[src/rtl/mines_pkg.sv]
// Shared encodings for the grid cursor block.
//   dir_e   : step direction, value doubles as the index of the KEY bit
//             that requests it (0 right, 1 left, 2 up, 3 down).
//   state_e : move FSM states.
//   pick_dir: priority encoder right > left > up > down over a 4-bit
//             falling-edge vector.
package mines_pkg;

  typedef enum logic [1:0] {
    DIR_R = 2'd0,
    DIR_L = 2'd1,
    DIR_U = 2'd2,
    DIR_D = 2'd3
  } dir_e;

  typedef enum logic [1:0] {
    IDLE   = 2'd0,
    HOLD   = 2'd1,
    REPEAT = 2'd2
  } state_e;

  function automatic dir_e pick_dir(input logic [3:0] f);
    if (f[0]) return DIR_R;
    if (f[1]) return DIR_L;
    if (f[2]) return DIR_U;
    return DIR_D;
  endfunction

endpackage

[src/rtl/grid_cursor_key_edge.sv]
// key_edge: two-flop synchroniser plus falling-edge detector for the
// active-low button vector.
// Ports:
//   clk  - clock
//   rst  - synchronous active-high reset (all flops go to 1 = released)
//   key  - raw asynchronous active-low buttons
//   ks   - synchronised buttons
//   fall - one-cycle high when a synchronised bit goes 1 -> 0
module key_edge (
  input  logic       clk,
  input  logic       rst,
  input  logic [3:0] key,
  output logic [3:0] ks,
  output logic [3:0] fall
);

  logic [3:0] s1;
  logic [3:0] ks_prev;

  always_ff @(posedge clk) begin
    if (rst) begin
      s1      <= 4'hF;
      ks      <= 4'hF;
      ks_prev <= 4'hF;
    end else begin
      s1      <= key;
      ks      <= s1;
      ks_prev <= ks;
    end
  end

  // Resetting the history to 1 means a button still held when reset
  // releases reads as a fresh press; release it during reset to avoid that.
  assign fall = ks_prev & ~ks;

endmodule

[src/rtl/grid_cursor.sv]
// grid_cursor: button-driven cursor on a GRID_W x GRID_H board with
// auto-repeat, action pulses and a cursor-highlight pixel colour.
// Ports:
//   clk, rst        - clock, synchronous active-high reset
//   KEY[3:0]        - active-low buttons: 0 right, 1 left, 2 up, 3 down
//   switch          - 0 = move mode, 1 = action mode
//   xPixel, yPixel  - current scan position
//   active_pixels   - scan is inside the visible region
//   cursor_x/y      - cursor cell
//   place_flag      - pulse on right-button press in action mode
//   sel_sqr/start   - pulse together on left-button press in action mode
//   moved           - pulse whenever the cursor cell changes
//   vga_color       - {R,G,B} for the current scan pixel (combinational)
module grid_cursor
  import mines_pkg::*;
#(
  parameter int          GRID_W     = 16,
  parameter int          GRID_H     = 16,
  parameter int          CELL_W     = 40,
  parameter int          CELL_H     = 30,
  parameter logic [23:0] HOLD_TICKS = 24'd25_000_000,
  parameter logic [23:0] RPT_TICKS  = 24'd10_000_000,
  parameter bit          WRAP_EN    = 1'b0,
  parameter logic [23:0] CUR_COLOR  = 24'hF54927
) (
  input  logic                        clk,
  input  logic                        rst,
  input  logic [3:0]                  KEY,
  input  logic                        switch,
  input  logic [9:0]                  xPixel,
  input  logic [9:0]                  yPixel,
  input  logic                        active_pixels,
  output logic [$clog2(GRID_W)-1:0]   cursor_x,
  output logic [$clog2(GRID_H)-1:0]   cursor_y,
  output logic                        place_flag,
  output logic                        sel_sqr,
  output logic                        sel_start,
  output logic                        moved,
  output logic [23:0]                 vga_color
);

  localparam int          CX_W    = $clog2(GRID_W);
  localparam int          CY_W    = $clog2(GRID_H);
  localparam logic [7:0]  MAX_X   = 8'(GRID_W - 1);
  localparam logic [7:0]  MAX_Y   = 8'(GRID_H - 1);
  localparam logic [31:0] BOARD_W = 32'(GRID_W * CELL_W);
  localparam logic [31:0] BOARD_H = 32'(GRID_H * CELL_H);

  // One step along an axis; coordinates are carried at 8 bits so the same
  // helper serves both axes for any grid up to 64 cells.
  function automatic logic [7:0] step_coord(input logic [7:0] cur,
                                            input logic       inc,
                                            input logic [7:0] max_v);
    if (inc) begin
      if (cur == max_v) return WRAP_EN ? 8'd0 : cur;
      return cur + 8'd1;
    end
    if (cur == 8'd0) return WRAP_EN ? max_v : cur;
    return cur - 8'd1;
  endfunction

  logic [3:0] ks;
  logic [3:0] fall;

  key_edge u_key_edge (
    .clk  (clk),
    .rst  (rst),
    .key  (KEY),
    .ks   (ks),
    .fall (fall)
  );

  state_e         state;
  dir_e           dir_q;
  logic [23:0]    tcnt;
  dir_e           dir_sel;
  logic [CX_W-1:0] step_x;
  logic [CY_W-1:0] step_y;
  logic           step_chg;

  // In IDLE the direction comes from the fresh edge; afterwards it is the
  // latched one so other buttons cannot redirect an active repeat.
  always_comb begin
    dir_sel = (state == IDLE) ? pick_dir(fall) : dir_q;
    step_x  = cursor_x;
    step_y  = cursor_y;
    case (dir_sel)
      DIR_R:   step_x = CX_W'(step_coord(8'(cursor_x), 1'b1, MAX_X));
      DIR_L:   step_x = CX_W'(step_coord(8'(cursor_x), 1'b0, MAX_X));
      DIR_U:   step_y = CY_W'(step_coord(8'(cursor_y), 1'b0, MAX_Y));
      default: step_y = CY_W'(step_coord(8'(cursor_y), 1'b1, MAX_Y));
    endcase
    step_chg = (step_x != cursor_x) || (step_y != cursor_y);
  end

  always_ff @(posedge clk) begin
    if (rst) begin
      state      <= IDLE;
      dir_q      <= DIR_R;
      tcnt       <= 24'd0;
      cursor_x   <= '0;
      cursor_y   <= '0;
      moved      <= 1'b0;
      place_flag <= 1'b0;
      sel_sqr    <= 1'b0;
      sel_start  <= 1'b0;
    end else begin
      moved      <= 1'b0;
      place_flag <= switch & fall[0];
      sel_sqr    <= switch & fall[1];
      sel_start  <= switch & fall[1];
      case (state)
        IDLE: begin
          if (!switch && (fall != 4'd0)) begin
            dir_q    <= dir_sel;
            cursor_x <= step_x;
            cursor_y <= step_y;
            moved    <= step_chg;
            tcnt     <= 24'd0;
            state    <= HOLD;
          end
        end
        HOLD: begin
          if (switch || ks[dir_q]) begin
            state <= IDLE;
          end else if (tcnt == HOLD_TICKS - 24'd1) begin
            cursor_x <= step_x;
            cursor_y <= step_y;
            moved    <= step_chg;
            tcnt     <= 24'd0;
            state    <= REPEAT;
          end else begin
            tcnt <= tcnt + 24'd1;
          end
        end
        REPEAT: begin
          if (switch || ks[dir_q]) begin
            state <= IDLE;
          end else if (tcnt == RPT_TICKS - 24'd1) begin
            cursor_x <= step_x;
            cursor_y <= step_y;
            moved    <= step_chg;
            tcnt     <= 24'd0;
          end else begin
            tcnt <= tcnt + 24'd1;
          end
        end
        default: state <= IDLE;
      endcase
    end
  end

  logic [9:0] col_idx;
  logic [9:0] row_idx;
  logic [9:0] loc_x;
  logic [9:0] loc_y;
  logic       on_board;

  // Pixel indices stay at the full 10-bit scan width, so no cell index is
  // lost for any board that fits the scan range.
  always_comb begin
    col_idx   = xPixel / 10'(CELL_W);
    row_idx   = yPixel / 10'(CELL_H);
    loc_x     = xPixel % 10'(CELL_W);
    loc_y     = yPixel % 10'(CELL_H);
    on_board  = ({22'd0, xPixel} < BOARD_W) && ({22'd0, yPixel} < BOARD_H);
    vga_color = 24'h000000;
    if (active_pixels && on_board && (loc_x != 10'd0) && (loc_y != 10'd0) &&
        (col_idx == 10'(cursor_x)) && (row_idx == 10'(cursor_y)))
      vga_color = CUR_COLOR;
  end

endmodule

[config.mk]
export PLATFORM = sky130hd
export DESIGN_NAME = grid_cursor
export DESIGN_NICKNAME = d
export VERILOG_FILES = /design/src/rtl/mines_pkg.sv /design/src/rtl/grid_cursor_key_edge.sv /design/src/rtl/grid_cursor.sv
export SDC_FILE = /design/constraint.sdc
export NUM_CORES = 1
export LEC_CHECK = 0
export BUFFER_PORTS_ARGS = -buffer_cell sky130_fd_sc_hd__buf_2
export CORE_UTILIZATION = 40
export CTS_CLUSTER_SIZE = 30
export DETAILED_ROUTE_END_ITERATION = 12
export RECOVER_POWER = 50
export REMOVE_ABC_BUFFERS = 1
export SKIP_LAST_GASP = 1
export SLEW_MARGIN = 5
export SYNTH_ARGS = -nofsm -noshare
export SYNTH_HDL_FRONTEND = slang
export SYNTH_HIERARCHICAL = 1
export SYNTH_SLANG_ARGS = --single-unit
[constraint.sdc]
create_clock -name clk -period 3.45 [get_ports clk]
set_input_delay 0.1725 -clock clk [delete_from_list [all_inputs] [get_ports clk]]
set_output_delay 0.1725 -clock clk [all_outputs]
set_load 0.02 [all_outputs]
Word level (Yosys, flattened, before mapping) --
Cells that the tools add are included.
Word-level totals: output and inout port bits 36, word-level logic and storage cells 145, flip-flop bits (word level) 51, memories kept 0, bits in latches 0, memory bits (writable) 0, bits of input ports 28, memory bits (read-only) 0
Cells by class: divide/modulo/power cells 4, bitwise operators 4, add/subtract/negate cells 5, muxes and demuxes 75, equal/unequal tests 19, shift operators 0, multiply operators 0, $lt $le $gt $ge 3, reductions and logical operators 24
Operator list (number):
- $mux 24 | 6
- $mux 4 | 24
- $pmux 24 s3 | 1
- $mux 1 | 26
- $add 24x1->24 const B | 1
- $eq 24x23->1 const B | 1
- $eq 24x24->1 const B | 1
- $pmux 4 s3 | 2
- $mux 2 | 11
- $eq 10x4->1 | 2
- $reduce_bool 10->1 | 2
- $pmux 4 s2 | 2
- $div 10x5->10 const B | 1
- $div 10x6->10 const B | 1
- $lt 10x10->1 const B | 1
- $lt 10x9->1 const B | 1
- $mod 10x5->10 const B | 1
- $mod 10x6->10 const B | 1
- $ne 2x2->1 const B | 5
- $add 4x1->4 const B | 2
- $eq 4x4->1 const B | 2
- $logic_not 4->1 | 2
- $ne 4x4->1 | 2
- $sub 4x1->4 const B | 2
- other kinds (23) | 34

Logic depth before layout (Yosys ltp) --
word-level depth 23, gate-level depth with buffers 15, depth with buffers taken out 11

By module --
Netlist, hierarchy kept.
Modules (own cells, without submodules):
- grid_cursor | cells each 509, seq. area each 780.7 um^2, area an instance 3757.4 um^2, instances 1
- key_edge | cells each 29, seq. area each 240.2 um^2, area an instance 351.6 um^2, instances 1

Worst setup path before layout --
No wires, ideal clock.
path kind input to output, start point input port yPixel[7], end point output port vga_color[11], stages 12, arrival time 3.600 ns, slack -0.323 ns, data required time 3.277 ns, buffers on the path 3, path through buf_4 > nand2_2 > or4_4 > nand2_2 > mux2_4 > buf_6 > a211o_1 > o211ai_2 > mux2i_1 > o211ai_1 > a2111oi_2 > buf_4
Between the ends: cells in the longest elaborated chain, start to end 8, elaborated cells between the ends (all ways) 12, classes of those cells 2 x div; 1 x order compare; 1 x eq/ne; 1 x mux; 7 x reduce/logical
RTL lines:
- start, declared | RTL line grid_cursor.sv:31 | input logic [9:0] yPixel,
- branches (longest 6 deep; another with $mod 10x5->10)
- $logic_and 1x1->1 (*) | RTL line grid_cursor.sv:169 | (col_idx == 10'(cursor_x)) && (row_idx == 10'(cursor_y)))
- $mux 24 (*) | RTL line grid_cursor.sv:168 | if (active_pixels && on_board && (loc_x != 10'd0) && (loc_y != 10'd0) &&
- end, declared | RTL line grid_cursor.sv:39 | output logic [23:0] vga_color
Mark *: on every way between the ends.

Worst setup path in the final report --
start point input port yPixel[5], end point output port vga_color[2]
The elaborated chain is that of the path after synthesis.

==> impl_metrics.env <==
export IMPL_status="complete, no violations"
export IMPL_setup_viol=0
export IMPL_grt_pass1_vias=3412
export IMPL_grt_max_degree=30
export IMPL_hold_viol_final=0
export IMPL_fin_setup_tns_ns=0
export IMPL_hpwl_um=7250
export IMPL_antenna_found_initial=0
export IMPL_p_per_area_nw_per_um2=327
export IMPL_end_kind="primary output"
export IMPL_drt_pass1_iter_count=5
export IMPL_drive_gt1_share_pct=16.7
export IMPL_synthFlopType="dfxtp_1"
export IMPL_drt_initial_drc_count=142
export IMPL_swShare_pct=36.0
export IMPL_layout_worst_path_cycle_share_pct=96.8
export IMPL_async_reset_ff_share_pct=0
export IMPL_cts_hold_buffers_added=0
export IMPL_cts_buffers=5
export IMPL_cts_root_buf="clkbuf_8"
export IMPL_syn_area_per_cell_um2=7.64
export IMPL_path_class="input port to primary output"
export IMPL_cts_clk_slew_worst_paths_ns=0.10
export IMPL_gp_congestion=0.877
export IMPL_crit_top_cell="buf_2"
export IMPL_synthCells=538
export IMPL_port_buffers=52
export IMPL_slew_headroom_pct=19.5
export IMPL_critPathMaxFanout=13
export IMPL_arrival_ns=3.17
export IMPL_max_freq_mhz=300
export IMPL_std_cell_rows=36
export IMPL_tightest_slew_ns=1.21
export IMPL_ant_nets=0
export IMPL_critPathMaxStageDelay_ns=0.54
export IMPL_fin_crit_ns=3.34
export IMPL_n_fill_cell=989
export IMPL_area_delta_synth_final_pct=10.1
export IMPL_ios=64
export IMPL_finClkSkew_ns=0.0119
export IMPL_final_nets=612
export IMPL_viasPerCell=5.47
export IMPL_ys_warn_count=6
export IMPL_routedWlPerCell_um=13.4
export IMPL_power_share_clock_pct=24.9
export IMPL_synth_seq_cells=51
export IMPL_initial_core_util_pct=41.7
export IMPL_core_area_um2=9860
export IMPL_start_kind="input port"
export IMPL_hold_class="input port to flop"
export IMPL_grt_pass1_wl_um=15800
export IMPL_drt_wl_total_um=9470
export IMPL_slew_violations=0
export IMPL_synth_cell_type_count=82
export IMPL_cts_tree="built"
export IMPL_power_frac_seq_pct=42.8
export IMPL_internal_power_uw=948
export IMPL_diodes=0
export IMPL_design_area_um2=4520
export IMPL_vias=3871
export IMPL_clkSinkCount=51
export IMPL_p_sw_uw=533
export IMPL_synth_edff_count=0
export IMPL_slowest_stage="or4_1"
export IMPL_htreeDepth=2
export IMPL_die_area_um2=10700
export IMPL_grt_use_total_pct=18.5
export IMPL_die_height_um=103
export IMPL_grt_overflow=0
export IMPL_crit_path_cell_trace="buf_2 -> nand3_1 -> or4_4 -> nand2_2 -> mux2_4 -> inv_1 -> nand2_1 -> o21ai_0 -> ha_1 -> or4_1 -> o211ai_1 -> a2111oi_4 -> buf_4 -> buf_2"
export IMPL_critical_path_required_ns=3.28
export IMPL_clock_latency_ns=0.31
export IMPL_p_leak_uw=0.00171
export IMPL_power_share_combinational_pct=32.3
export IMPL_maxCapViolations=0
export IMPL_fin_util_pct=45.9
export IMPL_fp_dieW_um=103
export IMPL_syn_cell_area_um2=4110
export IMPL_ys_seq_area_share_pct=24.8
export IMPL_cts_max_path_buffers=2
export IMPL_drc=0
export IMPL_place_area_um2=4390
export IMPL_ir_worst_vdd_mv=0.199
==> worst max-delay path: cells and delay by family <==
kind / cells / cell delay [ns]
buf+inv: 4 / 0.62
mux: 1 / 0.35
simple gates: 5 / 1.29
fa+ha+maj: 1 / 0.27
compound gates: 3 / 0.47
==> flip-flops by register name (all words and copies together) (netlist names) <==
name / cells
u_key_edge/s1: 4
dir_q: 2
moved: 1
tcnt: 24
cursor_x: 4
u_key_edge/ks: 4
state: 2
place_flag: 1
cursor_y: 4
sel_start: 1
u_key_edge/ks_prev: 4
==> synth_stat cells (all sizes together) (4+ instances only) <==
master | count | share of area (%)
nor2 | 59 | 5.6
dfxtp | 51 | 25
nand2 | 43 | 4.0
buf | 38 | 7.2
a21oi | 36 | 4.4
o21ai | 34 | 4.2
nand3 | 24 | 2.9
inv | 20 | 1.8
xor2 | 19 | 4.0
clkbuf | 16 | 1.5
or2 | 15 | 2.3
nor3 | 14 | 1.8
xnor2 | 12 | 2.6
ha | 10 | 3.0
nor2b | 10 | 1.5
a31oi | 9 | 1.4
o211ai | 9 | 1.8
or3 | 8 | 1.3
nand2b | 7 | 1.1
or4 | 7 | 1.4
a211oi | 6 | 1.1
mux2i | 6 | 1.5
o22ai | 6 | 0.91
and2 | 5 | 0.76
nor4 | 5 | 0.76
a2111oi | 4 | 1.9
and3 | 4 | 0.61
nand3b | 4 | 0.73
nand4 | 4 | 0.61
o2111ai | 4 | 0.85
==> layer usage <==
metal	vias up	part of all wire, %	track usage (%)
li1	1969	-	-
met1	1806	47	23.4
met2	79	48	32.5
met3	17	2.5	1.81
met4	0	2.3	6.50
met5	-	0	0
==> placed cells by master (no fill, tap or decap), types with 4 or more instances in the layout <==
| master | instances |
|---|---|
| nor2_1 | 56 |
| dfxtp_1 | 51 |
| nand2_1 | 41 |
| buf_2 | 37 |
| a21oi_1 | 36 |
| o21ai_0 | 29 |
| nand3_1 | 24 |
| inv_1 | 19 |
| xor2_1 | 19 |
| buf_4 | 19 |
| clkbuf_1 | 13 |
| xnor2_1 | 12 |
| nor3_1 | 12 |
| conb_1 | 11 |
| nor2b_1 | 10 |
| ha_1 | 10 |
| or2_1 | 10 |
| a31oi_1 | 9 |
| o211ai_1 | 8 |
| nand2b_1 | 7 |
| or3_1 | 7 |
| o22ai_1 | 6 |
| or4_1 | 6 |
| mux2i_1 | 6 |
| a211oi_1 | 5 |
| nor4_1 | 5 |
| clkbuf_8 | 5 |
| o2111ai_1 | 4 |
| nand3b_1 | 4 |
| nand4_1 | 4 |
| and3_1 | 4 |
==> metrics by stage <==
stage          hold WS [ns]  power [uW]  cells  worst slack, ns
5_1_grt              0.0169        1580    708          -0.0126
4_1_cts              0.0215        1490    707           0.0939
2_1_floorplan         0.242         955    494            -3.36
3_5_place_dp          0.352        1120    699           -0.146
3_3_place_gp          0.351        1110    699          -0.0774
6_report             0.0287        1480    708            0.111
==> final timing paths <==
| kind | start | end | slack (ns) | depth (start not counted) |
|---|---|---|---|---|
| max | yPixel[5] | vga_color[2] | 0.11 | 14 |
| min | KEY[0] | u_key_edge/s1[0] | 0.03 | 2 |
| max reg2reg | tcnt[9] | cursor_y[1] | 0.57 | 8 |
| min reg2reg | u_key_edge/s1[2] | u_key_edge/ks[2] | 0.41 | 1 |
==> area by class of cell <==
class	count	area [um2]	share of cell area (%)
inverters	20	75.1	1.66
clock inverters	3	27.5	0.608
multi-input cells	423	2730	60.4
flip-flops and latches	51	1020	22.6
well taps	133	166	3.68
repair buffers	73	432	9.54
clock buffers	5	68.8	1.52
==> power by group through the flow <==
stage	clock network [uW]	logic [uW]	registers [uW]
floorplan	0	302	653
global placement	0	460	647
detailed placement	0	469	648
CTS	378	475	634
global route	405	531	639
finish	368	479	634
==> what timing repair did <==
action | 4_1_cts | 5_1_grt
setup buffers | 0 | 1
setup endpoints to repair | 13 | 13
pin swaps | 0 | 2
resized for setup | 1 | 10
==> kinds of logic (layout without fill, tap and decap cells) <==
family / Yosys count / count (layout) / share of synthesized area, %
compound gates: 138 / 138 / 23.4
fa+ha+maj: 11 / 11 / 3.29
flops: 51 / 51 / 24.8
simple gates: 222 / 222 / 28.3
other cells: 1 / 11 / 0.0913
buf+inv: 74 / 101 / 10.5
mux: 10 / 10 / 2.92
xor+xnor: 31 / 31 / 6.61
Power figures use the tool's default switching activity.
